## config.mk

```make
export PLATFORM = sky130hd
export DESIGN_NAME = truth_sweep_ctrl
export DESIGN_NICKNAME = d
export VERILOG_FILES = /design/src/rtl/truth_sweep_ctrl.sv
export SDC_FILE = /design/constraint.sdc
export NUM_CORES = 1
export LEC_CHECK = 0
export BUFFER_PORTS_ARGS = -buffer_cell sky130_fd_sc_hd__buf_4
export CORE_MARGIN = 4
export CORE_UTILIZATION = 25
export DETAILED_ROUTE_END_ITERATION = 7
export PLACE_DENSITY = 0.51
export SYNTH_ARGS = -nofsm -noshare
export SYNTH_HDL_FRONTEND = slang
export SYNTH_SLANG_ARGS = --single-unit
```

## constraint.sdc

```tcl
create_clock -name clk -period 2.9 [get_ports clk]
set_clock_uncertainty 0.05 [all_clocks]
set_input_delay 0.435 -clock clk [delete_from_list [all_inputs] [get_ports clk]]
set_output_delay 0.435 -clock clk [all_outputs]
set_load 0.005 [all_outputs]
```

## src/rtl/truth_sweep_ctrl.sv

```systemverilog
// Sweeps {A,B,C} through 0..7 across six logic units, captures their Y truth tables and flags units that disagree with the golden tables.
// Optional feature: define SWEEP_ERR_CNT_EN to add the err_cnt mismatch counter port.
module truth_sweep_ctrl #(
   parameter int unsigned     SETTLE_CYC = 2,
   parameter logic [7:0]      GOLD_T1    = 8'hE8,
   parameter logic [7:0]      GOLD_T2    = 8'h96
) (
   input  logic               clk,
   input  logic               rst_n,
   input  logic               start,
   output logic [2:0]         abc,
   input  logic [5:0]         y_in,
   output logic               busy,
   output logic               done,
   output logic               pass,
   output logic [5:0]         fail_mask,
`ifdef SWEEP_ERR_CNT_EN
   output logic [5:0]         err_cnt,
`endif
   output logic [47:0]        tt_cap
);

   typedef enum logic [1:0] {IDLE, SETTLE, SAMPLE, DONE} state_t;

   localparam logic [3:0] SETTLE_LOAD = 4'(SETTLE_CYC);

   state_t      state;
   logic [2:0]  idx;
   logic [3:0]  cnt;
   logic [5:0]  mismatch;
   logic [2:0]  mis_cnt;
   logic [47:0] tt_next;

   // Per-unit comparison of the current sample against the golden tables
   always_comb begin
      mismatch = 6'd0;
      mis_cnt  = 3'd0;
      tt_next  = tt_cap;
      for (int i = 0; i < 6; i++) begin
         mismatch[i] = y_in[i] ^ ((i < 3) ? GOLD_T1[idx] : GOLD_T2[idx]);
         mis_cnt     = mis_cnt + {2'b00, mismatch[i]};
         tt_next[i*8 + int'(idx)] = y_in[i];
      end
   end

   always_ff @(posedge clk or negedge rst_n) begin
      if (!rst_n) begin
         state     <= IDLE;
         idx       <= 3'd0;
         cnt       <= 4'd0;
         abc       <= 3'd0;
         busy      <= 1'b0;
         done      <= 1'b0;
         pass      <= 1'b0;
         fail_mask <= 6'd0;
         tt_cap    <= 48'd0;
`ifdef SWEEP_ERR_CNT_EN
         err_cnt   <= 6'd0;
`endif
      end else begin
         case (state)
            IDLE: begin
               done <= 1'b0;
               if (start) begin
                  state     <= SETTLE;
                  idx       <= 3'd0;
                  abc       <= 3'd0;
                  cnt       <= SETTLE_LOAD;
                  busy      <= 1'b1;
                  fail_mask <= 6'd0;
                  tt_cap    <= 48'd0;
`ifdef SWEEP_ERR_CNT_EN
                  err_cnt   <= 6'd0;
`endif
               end
            end
            SETTLE: begin
               cnt <= cnt - 4'd1;
               if (cnt <= 4'd1) begin
                  state <= SAMPLE;
               end
            end
            SAMPLE: begin
               tt_cap    <= tt_next;
               fail_mask <= fail_mask | mismatch;
`ifdef SWEEP_ERR_CNT_EN
               // At most 48 mismatches per sweep, so 6 bits never wrap
               err_cnt   <= err_cnt + {3'b000, mis_cnt};
`endif
               if (idx == 3'd7) begin
                  state <= DONE;
                  busy  <= 1'b0;
                  abc   <= 3'd0;
               end else begin
                  state <= SETTLE;
                  idx   <= idx + 3'd1;
                  abc   <= idx + 3'd1;
                  cnt   <= SETTLE_LOAD;
               end
            end
            DONE: begin
               // fail_mask already holds the last sample's result here
               done  <= 1'b1;
               pass  <= (fail_mask == 6'd0);
               idx   <= 3'd0;
               state <= IDLE;
            end
            default: state <= IDLE;
         endcase
      end
   end

endmodule

```

==> flow_summary.ini <==
[logic_synthesis]
synth-seq-cells = 69
synth-edff-count = 0
synthCells = 280
netlist_area_um2 = 3070
synthFlopType = dfrtp_1
synth_most_common_cell = dfrtp_1
synth_common_cells = dfrtp_1 (69), nand2_1 (41), o21ai_0 (31)
synth_cell_types = 36
yosysWarnings = 0
ys_async_sr_fraction_pct = 100
ys_seq_area_share_pct = 56.3
synth_nets = 299
yosysTopAreaCellShare_pct = 56.3
avgSynthCellArea_um2 = 11.0
synth_top_cell_by_area = dfrtp_1
yosys-top-cells-area = dfrtp_1 (56%), mux2i_1 (8.2%), o21ai_0 (5.1%)

[cts]
cts_tree = built
path_clk_slew_ns = 0.06
clkLatencyLatePin_ns = 0.32
cts_buffers = 9
root_buffer = clkbuf_16
cts.repair.resized = 0
hold_buffers = 0
clk_path_buf_depth = 2
cts_sinks = 69
h-tree-depth = 3
post_cts_buffers = 0

[sta]
setup_viol = 0
slew_headroom_pct = 41.8
setup_slack_ns = 0.449
period_share_pct = 84.5
worstMarginPinSlew_ns = 0.873
period_needed_ns = 2.45
max_clock_freq_ghz = 0.408
drv_slew = 0
tns_ns = 0
finalHoldViolations = 0
rsz0062_at_grt = false

[pwr]
p_sw_mw = 1.31
p_per_area_nw_per_um2 = 932
p_sw_share_pct = 35.0
leakage_nw = 1.84
p_int_mw = 2.43
pwr-share-clk_pct = 29.2
seq_power_share_pct = 36.4
ir_drop_mv = 0.318
comb_power_share_pct = 34.4

[detailed_routing]
drtPass1Iterations = 4
drt_iter0_drc = 155
drc_errors = 0
num_vias = 2326
drt-wirelength-per-cell_um = 16.1
via_per_inst = 4.67
routed_wl_um = 8020
ant_nets = 0

[floorplan]
initial_core_util_pct = 25.5
rows = 40
die_x_um = 119
die_h_um = 119
core_um2 = 12000
fp.dieArea_um2 = 14100
ioPinCount = 69

[place]
port_buffers = 68
place_congestion = 0.765
preCtsSetupSlack_ns = 0.461
post-dp-hpwl_um = 5650

[critical_path]
worstSetupEndpointType = flip-flop
required_ns = 3.04
setup.worst_path.start_class = flip-flop
crit_path_max_fanout = 8
timing.rr.start = state[0]
arrival_ns = 2.59
path_class = reg -> reg
crit_start = state[0]

[global_route]
grt_max_degree = 70
track_usage_pct = 11.4
grt_pass1_vias = 2327
grt_pass1_wl_um = 12700
grt-ovfl-total = 0
antenna_found_initial = 0

[min_path]
min_path_type = in -> async

[layout]
drive_gt1_share_pct = 26.2
nFillCells = 1229
final_nets = 365
n_antenna_cell = 0
area_growth_pct = 31.1

[run_status]
outcome = finished clean

[flow_run]
drv_cap = 0
==> power by group through the flow <==
stage / registers (mW) / logic (mW) / clock network (mW)
after floorplan: 1.33 / 0.828 / 0
after global placement: 1.37 / 1.29 / 0
after detailed placement: 1.38 / 1.30 / 0
after CTS: 1.36 / 1.31 / 1.12
after global routing: 1.39 / 1.43 / 1.17
final: 1.36 / 1.29 / 1.09
==> final cells by class <==
type	instances	area, um2	area share [%]
clock buffer	10	239	5.94
tap	147	184	4.58
sequential	69	1730	43.0
inverter	9	33.8	0.840
timing repair buffer	71	533	13.3
clock inverter	6	62.6	1.56
multi-input combinational	186	1240	30.9
==> final timing paths <==
kind | end | slack, ns | cells past startpoint
worst min register to register | abc[2] | 0.45 | 1
min in group clk | busy | 0.41 | 3
max in group asynchronous | tt_cap[1] | 2.05 | 1
worst min-delay path | tt_cap[24] | 0.18 | 1
worst max register to register | tt_cap[13] | 0.45 | 6
worst max-delay path | tt_cap[13] | 0.45 | 6
==> cell families (layout without fill, tap and decap cells) <==
family                     Yosys count  in the layout  synth area share (%)
muxes                               26             26                  8.53
buffers and inverters               25             96                  3.22
adders and majority gates           10             10                  4.08
and+or+nand+nor                     88             88                  14.6
xor gates and xnor gates             7              7                  2.00
DFF                                 69             69                  56.3
AOI/OAI and AO/OA                   55             55                  11.3
==> stage by stage <==
step	total power, mW	hold slack [ns]	std cells	utilization, %	cell area [um2]
2_1_floorplan	2.15	0.0894	280	-	3070
3_3_place_gp	2.67	0.434	482	31.0	3720
3_5_place_dp	2.68	0.442	482	31.0	3720
4_1_cts	3.79	0.222	498	33.5	4020
5_1_grt	3.99	0.256	498	33.5	4020
6_report	3.75	0.177	498	33.5	4020
==> flip-flops by register name (all words and copies together) (netlist names) <==
| register | count |
|---|---|
| cnt | 4 |
| done | 1 |
| idx | 3 |
| tt_cap | 48 |
| pass | 1 |
| state | 2 |
| busy | 1 |
| fail_mask | 6 |
| abc | 3 |
==> routing by layer <==
metal	part of all wire (%)	global-route usage [%]	routed length, um
met1	47	15.0	3790
met5	0	0	0
met2	47	17.9	3740
met3	5.2	4.16	414
met4	0.91	2.39	73
==> layout by cell type, fill, tap and decap left out, types with 9 or more instances in the layout <==
master	Yosys	final
a22o_1	10	10
nand3_1	25	25
ha_1	10	10
mux2i_1	25	25
inv_1	9	9
dfrtp_1	69	69
clkbuf_16	0	9
o21ai_0	31	31
buf_4	0	71
nand2_1	41	41
==> worst max-delay path, stage by stage, from the launching register on <==
cell and delay [ns]:
dfrtp_1 0.42, inv_1 0.13, ha_1 0.26, mux2i_1 0.56
or2_0 0.52, nor2_2 0.20, mux2i_1 0.17
Power figures use the tool's default switching activity.
